`src/rtl/lcd_bus_if.sv`:
```
// Bundle of requester handshakes and LCD pin outputs for the HD44780-style bus arbiter.
// The arbiter uses the slave view; requesters and the pin model use the master view.
interface lcd_bus_if;
    logic [1:0]      req_valid;
    logic [1:0]      req_rs;
    logic [1:0][7:0] req_data;
    logic [1:0]      req_last;
    logic [1:0]      req_ready;
    logic            lcd_e;
    logic            lcd_rs;
    logic [7:0]      lcd_data;
    logic [1:0]      grant;
    logic            init_done;
    logic            busy;

    modport slave (
        input  req_valid, req_rs, req_data, req_last,
        output req_ready, lcd_e, lcd_rs, lcd_data, grant, init_done, busy
    );

    modport master (
        output req_valid, req_rs, req_data, req_last,
        input  req_ready, lcd_e, lcd_rs, lcd_data, grant, init_done, busy
    );
endinterface

```
`src/rtl/lcd_bus_arbiter.sv`:
```
// LCD bus sequencer: power-up wait, fixed init commands, then round-robin arbitration
// between two requesters with lock support and lcd_e/rs/data write timing.
//
// state     | meaning
// PWR_WAIT  | counting LCD power-up delay after reset
// INIT_LOAD | latch next init command onto the pins
// SETUP     | rs/data stable, lcd_e low for one cycle
// E_HIGH    | lcd_e pulse
// SETTLE    | post-pulse wait, long after clear/home commands
// IDLE      | arbitrating requesters
module lcd_bus_arbiter #(
    parameter int unsigned INIT_CYC   = 750000,
    parameter int unsigned E_HIGH_CYC = 25,
    parameter int unsigned SETTLE_CYC = 2500,
    parameter int unsigned LONG_CYC   = 82000
) (
    input  logic       clk,
    input  logic       rst_n,
    lcd_bus_if.slave   bus
);

    localparam int unsigned CNT_MAX = (INIT_CYC > LONG_CYC) ? INIT_CYC : LONG_CYC;
    localparam int unsigned CW      = $clog2(CNT_MAX + 1);

    localparam logic [CW-1:0] INIT_LAST   = CW'(INIT_CYC - 1);
    localparam logic [CW-1:0] E_LAST      = CW'(E_HIGH_CYC - 1);
    localparam logic [CW-1:0] SETTLE_LAST = CW'(SETTLE_CYC - 1);
    localparam logic [CW-1:0] LONG_LAST   = CW'(LONG_CYC - 1);

    typedef enum logic [2:0] {
        PWR_WAIT,
        INIT_LOAD,
        SETUP,
        E_HIGH,
        SETTLE,
        IDLE
    } state_t;

    state_t        state_q;
    logic [CW-1:0] cnt_q;
    logic [1:0]    idx_q;
    logic          lcd_e_q;
    logic          lcd_rs_q;
    logic [7:0]    lcd_data_q;
    logic [1:0]    grant_q;
    logic          init_done_q;
    logic          lock_q;
    logic          owner_q;
    logic          rr_q;

    logic [1:0]    ready;
    logic          sel;
    logic          long_wait;
    logic [CW-1:0] settle_last;

    function automatic logic [7:0] init_cmd(input logic [1:0] i);
        case (i)
            2'd0:    return 8'h38;
            2'd1:    return 8'h0C;
            2'd2:    return 8'h06;
            default: return 8'h01;
        endcase
    endfunction

    // With both valid and no lock, the requester opposite the last winner goes first.
    always_comb begin
        ready = 2'b00;
        if (lock_q)
            sel = owner_q;
        else if (&bus.req_valid)
            sel = ~rr_q;
        else
            sel = bus.req_valid[1];
        if (state_q == IDLE)
            ready[sel] = bus.req_valid[sel];
    end

    assign long_wait   = !lcd_rs_q && (lcd_data_q == 8'h01 || lcd_data_q == 8'h02);
    assign settle_last = long_wait ? LONG_LAST : SETTLE_LAST;

    always_ff @(posedge clk or negedge rst_n) begin
        if (!rst_n) begin
            state_q     <= PWR_WAIT;
            cnt_q       <= '0;
            idx_q       <= 2'd0;
            lcd_e_q     <= 1'b0;
            lcd_rs_q    <= 1'b0;
            lcd_data_q  <= 8'h00;
            grant_q     <= 2'b00;
            init_done_q <= 1'b0;
            lock_q      <= 1'b0;
            owner_q     <= 1'b0;
            rr_q        <= 1'b0;
        end else begin
            case (state_q)
                PWR_WAIT: begin
                    if (cnt_q == INIT_LAST) begin
                        cnt_q   <= '0;
                        state_q <= INIT_LOAD;
                    end else begin
                        cnt_q <= cnt_q + CW'(1);
                    end
                end
                INIT_LOAD: begin
                    lcd_rs_q   <= 1'b0;
                    lcd_data_q <= init_cmd(idx_q);
                    state_q    <= SETUP;
                end
                SETUP: begin
                    lcd_e_q <= 1'b1;
                    cnt_q   <= '0;
                    state_q <= E_HIGH;
                end
                E_HIGH: begin
                    if (cnt_q == E_LAST) begin
                        lcd_e_q <= 1'b0;
                        cnt_q   <= '0;
                        state_q <= SETTLE;
                    end else begin
                        cnt_q <= cnt_q + CW'(1);
                    end
                end
                SETTLE: begin
                    if (cnt_q == settle_last) begin
                        cnt_q <= '0;
                        if (!init_done_q && idx_q != 2'd3) begin
                            idx_q   <= idx_q + 2'd1;
                            state_q <= INIT_LOAD;
                        end else begin
                            init_done_q <= 1'b1;
                            state_q     <= IDLE;
                        end
                    end else begin
                        cnt_q <= cnt_q + CW'(1);
                    end
                end
                IDLE: begin
                    if (|ready) begin
                        lcd_rs_q   <= bus.req_rs[sel];
                        lcd_data_q <= bus.req_data[sel];
                        grant_q    <= sel ? 2'b10 : 2'b01;
                        rr_q       <= sel;
                        owner_q    <= sel;
                        lock_q     <= ~bus.req_last[sel];
                        state_q    <= SETUP;
                    end
                end
                default: state_q <= PWR_WAIT;
            endcase
        end
    end

    assign bus.req_ready = ready;
    assign bus.lcd_e     = lcd_e_q;
    assign bus.lcd_rs    = lcd_rs_q;
    assign bus.lcd_data  = lcd_data_q;
    assign bus.grant     = grant_q;
    assign bus.init_done = init_done_q;
    assign bus.busy      = (state_q != IDLE);

endmodule

```
`src/flat_wrapper.sv`:
```
// flat-port wrapper written by rule: the top's interface ports become plain ports
module lcd_bus_arbiter_flat 
#(
    parameter int unsigned INIT_CYC   = 750000,
    parameter int unsigned E_HIGH_CYC = 25,
    parameter int unsigned SETTLE_CYC = 2500,
    parameter int unsigned LONG_CYC   = 82000
)
  (clk, rst_n, bus_req_valid, bus_req_rs, bus_req_data, bus_req_last, bus_req_ready, bus_lcd_e, bus_lcd_rs, bus_lcd_data, bus_grant, bus_init_done, bus_busy);
  lcd_bus_if bus_i ();
  input  logic clk;
  input  logic rst_n;
  input wire logic [$bits(bus_i.req_valid)-1:0] bus_req_valid;
  input wire logic [$bits(bus_i.req_rs)-1:0] bus_req_rs;
  input wire logic [$bits(bus_i.req_data)-1:0] bus_req_data;
  input wire logic [$bits(bus_i.req_last)-1:0] bus_req_last;
  output wire logic [$bits(bus_i.req_ready)-1:0] bus_req_ready;
  output wire logic [$bits(bus_i.lcd_e)-1:0] bus_lcd_e;
  output wire logic [$bits(bus_i.lcd_rs)-1:0] bus_lcd_rs;
  output wire logic [$bits(bus_i.lcd_data)-1:0] bus_lcd_data;
  output wire logic [$bits(bus_i.grant)-1:0] bus_grant;
  output wire logic [$bits(bus_i.init_done)-1:0] bus_init_done;
  output wire logic [$bits(bus_i.busy)-1:0] bus_busy;
  assign bus_i.req_valid = bus_req_valid;
  assign bus_i.req_rs = bus_req_rs;
  assign bus_i.req_data = bus_req_data;
  assign bus_i.req_last = bus_req_last;
  assign bus_req_ready = bus_i.req_ready;
  assign bus_lcd_e = bus_i.lcd_e;
  assign bus_lcd_rs = bus_i.lcd_rs;
  assign bus_lcd_data = bus_i.lcd_data;
  assign bus_grant = bus_i.grant;
  assign bus_init_done = bus_i.init_done;
  assign bus_busy = bus_i.busy;
  lcd_bus_arbiter #(.INIT_CYC(INIT_CYC), .E_HIGH_CYC(E_HIGH_CYC), .SETTLE_CYC(SETTLE_CYC), .LONG_CYC(LONG_CYC)) u_core (.clk(clk), .rst_n(rst_n), .bus(bus_i));
endmodule
```
`config.mk`:
```
export PLATFORM = sky130hd
export DESIGN_NAME = lcd_bus_arbiter_flat
export DESIGN_NICKNAME = d
export VERILOG_FILES = /design/src/rtl/lcd_bus_if.sv /design/src/rtl/lcd_bus_arbiter.sv /design/src/flat_wrapper.sv
export SDC_FILE = /design/constraint.sdc
export NUM_CORES = 1
export LEC_CHECK = 0
export BUFFER_PORTS_ARGS = -buffer_cell sky130_fd_sc_hd__clkbuf_2
export CORE_UTILIZATION = 40
export DETAILED_ROUTE_END_ITERATION = 10
export PLACE_DENSITY_LB_ADDON = 0.1
export SKIP_CTS_REPAIR_TIMING = 1
export SLEW_MARGIN = 20
export SYNTH_ARGS = -nofsm -noshare
export SYNTH_HDL_FRONTEND = slang
export SYNTH_SLANG_ARGS = --single-unit
```
`constraint.sdc`:
```
create_clock -name clk -period 2.15 [get_ports clk]
set_input_delay 0.1075 -clock clk [delete_from_list [all_inputs] [get_ports clk]]
set_output_delay 0.1075 -clock clk [all_outputs]
set_load 0.02 [all_outputs]
```
Word level (Yosys, flattened, before mapping)
Cells that the tools add are included.
Storage, ports and cells
  output and inout port bits: 16
  logic and storage cells: 87
  input bits: 24
  register bits after elaboration: 40
Operators by class
  order comparisons: 2
  reductions and logical operators: 19
  eq/ne operators: 18
  bitwise logic cells: 4
  add/sub/neg operators: 2
  muxes and demuxes: 32
Operators with widths (number)
  one-hot mux 20 bit (4 select lines): 1
  2-to-1 mux 20 bit: 3
  2-to-1 mux 8 bit: 3
  adder 20 x 1 -> 20 bit, second input constant: 1
  equality test 20 bit: 1
  equality test 20 bit, second input constant: 1
  equality test 20 x 5 -> 1 bit, second input constant: 1
  one-hot mux 3 bit (6 select lines): 1
  one-hot mux 6 bit (3 select lines): 1
  2-to-1 mux 17 bit: 1
  one-hot mux 8 bit (2 select lines): 1
  2-to-1 mux 3 bit: 5
  2-to-1 mux 1 bit: 11
  equality test 8 x 1 -> 1 bit, second input constant: 1
  equality test 8 x 2 -> 1 bit, second input constant: 1
  AND reduction 2 bit: 4
  equality test 3 x 2 -> 1 bit, second input constant: 2
  equality test 3 bit, second input constant: 2
  inequality test 2 x 1 -> 1 bit, second input constant: 3
  AND reduction 3 bit: 2
  2-to-1 mux 2 bit: 2
  inequality test 2 bit, second input constant: 2
  one-hot mux 1 bit (2 select lines): 2
  AND reduction 4 bit: 1
  other kinds (18): 24

Logic depth before layout (Yosys ltp)
  depth after elaboration: 12
  mapped depth: 9

Worst setup path before layout
OpenSTA, ideal clock, no wires.
  kind: reg2out
  start: register u_core.state_q[0]
  end: output bus_req_ready[0]
  path slack: -0.075 ns
  data required time: 2.043 ns
  data arrival time: 2.117 ns
  cell stages (with the launch flop): 8
  buffers on the path: 3
  cell sequence: dfrtp_1 -> clkbuf_1 -> nor2b_1 -> and2_1 -> clkbuf_1 -> inv_1 -> buf_1 -> nor3_1
On the way
  cells in the longest elaborated chain, start to end: 2
RTL lines
  start, declared: RTL line lcd_bus_arbiter.sv:39  | state_t state_q;
  start signal, assigned: RTL line lcd_bus_arbiter.sv:83  | state_q <= PWR_WAIT;
  start signal, assigned: RTL line lcd_bus_arbiter.sv:99  | state_q <= INIT_LOAD;
  start signal, assigned: RTL line lcd_bus_arbiter.sv:107  | state_q <= SETUP;
  equality test 3 bit: RTL line lcd_bus_arbiter.sv:74  | if (state_q == IDLE)
  2-to-1 mux 2 bit: RTL line lcd_bus_arbiter.sv:74
  end, declared: RTL line flat_wrapper.sv:17  | output wire logic [$bits(bus_i.req_ready)-1:0] bus_req_ready;
No other way between the ends.

Final worst setup path
  start: register u_core.cnt_q[7]
  end: register u_core.state_q[0]
On the way
  cells in the longest elaborated chain, start to end: 3
RTL lines
  start, declared: RTL line lcd_bus_arbiter.sv:40  | logic [CW-1:0] cnt_q;
  start signal, assigned: RTL line lcd_bus_arbiter.sv:101  | cnt_q <= cnt_q + CW'(1);
  start signal, assigned: RTL line lcd_bus_arbiter.sv:120  | cnt_q <= cnt_q + CW'(1);
  start signal, assigned: RTL line lcd_bus_arbiter.sv:134  | cnt_q <= cnt_q + CW'(1);
  equality test 20 bit, or another cell as far along: RTL line lcd_bus_arbiter.sv:124  | if (cnt_q == settle_last) begin
  inequality test 2 x 1 -> 1 bit (no source line)
  AND reduction 4 bit (no source line) *
  end signal, assigned: RTL line lcd_bus_arbiter.sv:118  | state_q <= SETTLE;
  end signal, assigned: RTL line lcd_bus_arbiter.sv:128  | state_q <= INIT_LOAD;
  end signal, assigned: RTL line lcd_bus_arbiter.sv:131  | state_q <= IDLE;
Mark *: on every way between the ends. The rest lies on a longest branch, timed or not.
A chain may end at the register's enable or synchronous reset.

==> flow_summary.ini <==
[sta]
tns_ns = -0.0309
tightest_slew_ns = 0.844
hold_viol_final = 0
fmax_mhz = 462
skew_ns = 0.00690
slew_headroom_pct = 43.7
setup_violations = 2
worst_hold_slack_ns = 0.0844
fin_crit_sh_pct = 101
rsz0062_at_grt = true
layout_min_cycle_time_ns = 2.17
setup_ws_ns = -0.0163
drv_slew = 0

[logic_synthesis]
synth_fp_nets = 313
yosysWarnings = 0
synth_compound_area_share_pct = 21.1
ys_dominant_reg_cell = dfrtp_1
synthCells = 282
synth_simple_gate_area_share_pct = 23.4
synth_area_leaders = dfrtp_1 39%, mux2i_1 4.8%, nand2_1 4.7%
yosysTopAreaCell = dfrtp_1
synthAdderAreaFrac_pct = 3.53
synth_top_area_share_pct = 39.3
synthMuxAreaShare_pct = 7.11
synth_xor_xnor_area_share_pct = 0.706
syn-mean-instance-area_um2 = 8.80
synth-seq-cells = 39
ys_seq_area_share_pct = 39.3
synth_edf_count = 0
synth_top_family_by_area = simple AND/OR/NAND/NOR gates
netlist_area_mm2 = 0.00248
synth_cell_types = 51
synthArstFlopShare_pct = 100

[floorplan]
die_y_um = 80.8
chipWidth_um = 80.8
die_area_mm2 = 0.00652
initial_core_util_pct = 41.7
num_rows = 28
fp.coreArea_mm2 = 0.00596
boundaryPins = 40

[setup_path]
cpLargestDelayFamily = simple AND/OR/NAND/NOR gates
required_ns = 2.33
cp_cell_sequence = or3_4, nor4_2, and4_4, o2bb2ai_4, a221o_1, mux2_4
worst_path_max_delay_cell = or3_4
max_stage_delay_ns = 0.41
critPathKind = register to register
cp_max_fo = 5
worst_ep_arrival_time_ns = 2.34
critical_path_buf_inv_count = 0
start_kind = register
end_kind = register

[routing]
dr.pass1.iters = 4
ant_nets = 0
first_iter_violations = 121
via_count = 2408
wirelength_um = 6410
drt-vias-per-instance = 5.50
wire_per_inst_um = 14.6
post-route-drc-count = 0

[global_routing]
grt_use_total_pct = 21.1
grt_start_max_net_pins = 32
grt_first_pass_wirelength_um = 10600
grt_pass1_vias = 2227
grt_remaining_overflow = 0
grt_antenna_before_repair = 0

[cts]
cts_buffers = 5
h-tree-depth = 2
cts.sinks = 39
cts_tree = built
clk_path_buf_depth = 2
insertion_delay_ns = 0.29
clk_pin_slew_worst_paths_ns = 0.09
root_buffer = clkbuf_8

[finish]
syn_to_final_growth_pct = 34.9
layout_common_cells = 52 x buf_4, 39 x clkbuf_2, 38 x dfrtp_1, 31 x nand2_1, 17 x o21ai_0
layout_commonest_cell = buf_4
design_area_mm2 = 0.00335
diodes = 0
utilization_pct = 56.2
final_cells = 438
n_fill_cell = 526
drive_gt1_share_pct = 34.4
final_nets = 393

[pwr]
powerDensity_mw_per_mm2 = 467
power.switching_w = 0.000326
p_sw_share_pct = 20.9
seq_power_share_pct = 47.2
pwr-share-clk_pct = 47.7
power_leakage_nw = 1.62
ir_worst_vdd_mv = 0.275
intPower_w = 0.00124
pwr-share-comb_pct = 5.1

[placed_design]
dpl_cell_area_mm2 = 0.00309
gp_congestion = 0.813
portBuffers = 39
dp_hpwl_um = 4650
place_inst = 427

[run_status]
outcome = complete, but fails checks
violations = negative setup slack

[flow_run]
cap_violations = 0

[worst_hold_path]
hp-class = input pin to register
final timing paths:
path	start	to	slack (ns)	cells after the start
setup / recovery	u_core.cnt_q[7]	u_core.state_q[0]	-0.02	6
hold / removal	bus_req_valid[0]	u_core.bus.grant[1]	0.08	2
setup reg to reg	u_core.cnt_q[7]	u_core.state_q[0]	-0.02	6
hold reg to reg	u_core.bus.lcd_e	u_core.bus.lcd_e	0.51	2
max in group asynchronous	rst_n	u_core.idx_q[1]	1.10	3
min in group asynchronous	rst_n	u_core.cnt_q[9]	0.45	2
per-stage QoR:
step / power [W] / setup slack [ns]
2_1_floorplan: 0.000784 / 0.0109
3_3_place_gp: 0.000831 / -0.000142
3_5_place_dp: 0.000832 / -0.0672
4_1_cts: 0.00157 / -0.0768
5_1_grt: 0.00161 / -0.0836
6_report: 0.00156 / -0.0163
cell families after synthesis:
| group | after synthesis |
|---|---|
| xor+xnor | 2 |
| fa+ha+maj | 7 |
| compound gates | 76 |
| buf+inv | 28 |
| mux | 17 |
| simple gates | 113 |
| flops | 39 |
registers in the layout, indices dropped and copies added, names as in the netlist:
signal,flops
u_core.bus.grant,2
u_core.bus.init_done,1
u_core.bus.lcd_data,8
u_core.bus.lcd_e,1
u_core.bus.lcd_rs,1
u_core.cnt_q,20
u_core.idx_q,2
u_core.lock_q,1
u_core.state_q,3
power by group through the flow:
stage               registers [W]  clock network [W]  logic [W]
floorplan                0.000749                  0  0.0000348
CTS                      0.000738           0.000753  0.0000803
global placement         0.000752                  0  0.0000790
global route             0.000738           0.000784  0.0000904
detailed placement       0.000752                  0  0.0000799
finish                   0.000738           0.000746  0.0000796
routing by layer:
metal | global-route usage (%) | vias to the layer above | share of wire (%)
met1 | 31.4 | 1164 | 50
li1 | - | 1197 | -
met3 | 3.03 | 7 | 3.4
met5 | 0 | - | 0
met4 | 6.07 | 0 | 0.91
met2 | 31.6 | 40 | 45
worst reg2reg max path, cell delays in order (launching register included):
cell and delay, ns:
dfrtp_1 0.40, or3_4 0.41, nor4_2 0.24, and4_4 0.28, o2bb2ai_4 0.08, a221o_1 0.32, mux2_4 0.31
final cells by class:
type / instances / area, um2 / share of cell area [%]
tap: 75 / 93.8 / 2.80
timing repair buffer: 94 / 627 / 18.7
clock inverter: 3 / 67.6 / 2.02
clock buffer: 5 / 68.8 / 2.06
inverter: 7 / 26.3 / 0.785
multi-input combinational: 215 / 1490 / 44.4
sequential: 39 / 977 / 29.2
synth_stat cells, types with 4 or more instances:
library cell / instances
mux2i_1: 12
dfrtp_1: 39
o31ai_1: 13
a21oi_1: 8
nand3_1: 15
or3_1: 5
ha_1: 7
o22ai_1: 5
nor2b_1: 5
o21ai_0: 17
clkbuf_1: 15
a21o_1: 5
a31oi_1: 4
and3_1: 7
nor2_1: 16
o211ai_1: 4
nand2_1: 31
nand4_1: 5
a211oi_1: 5
nor3_1: 10
inv_1: 7
Power figures use the tool's default switching activity.
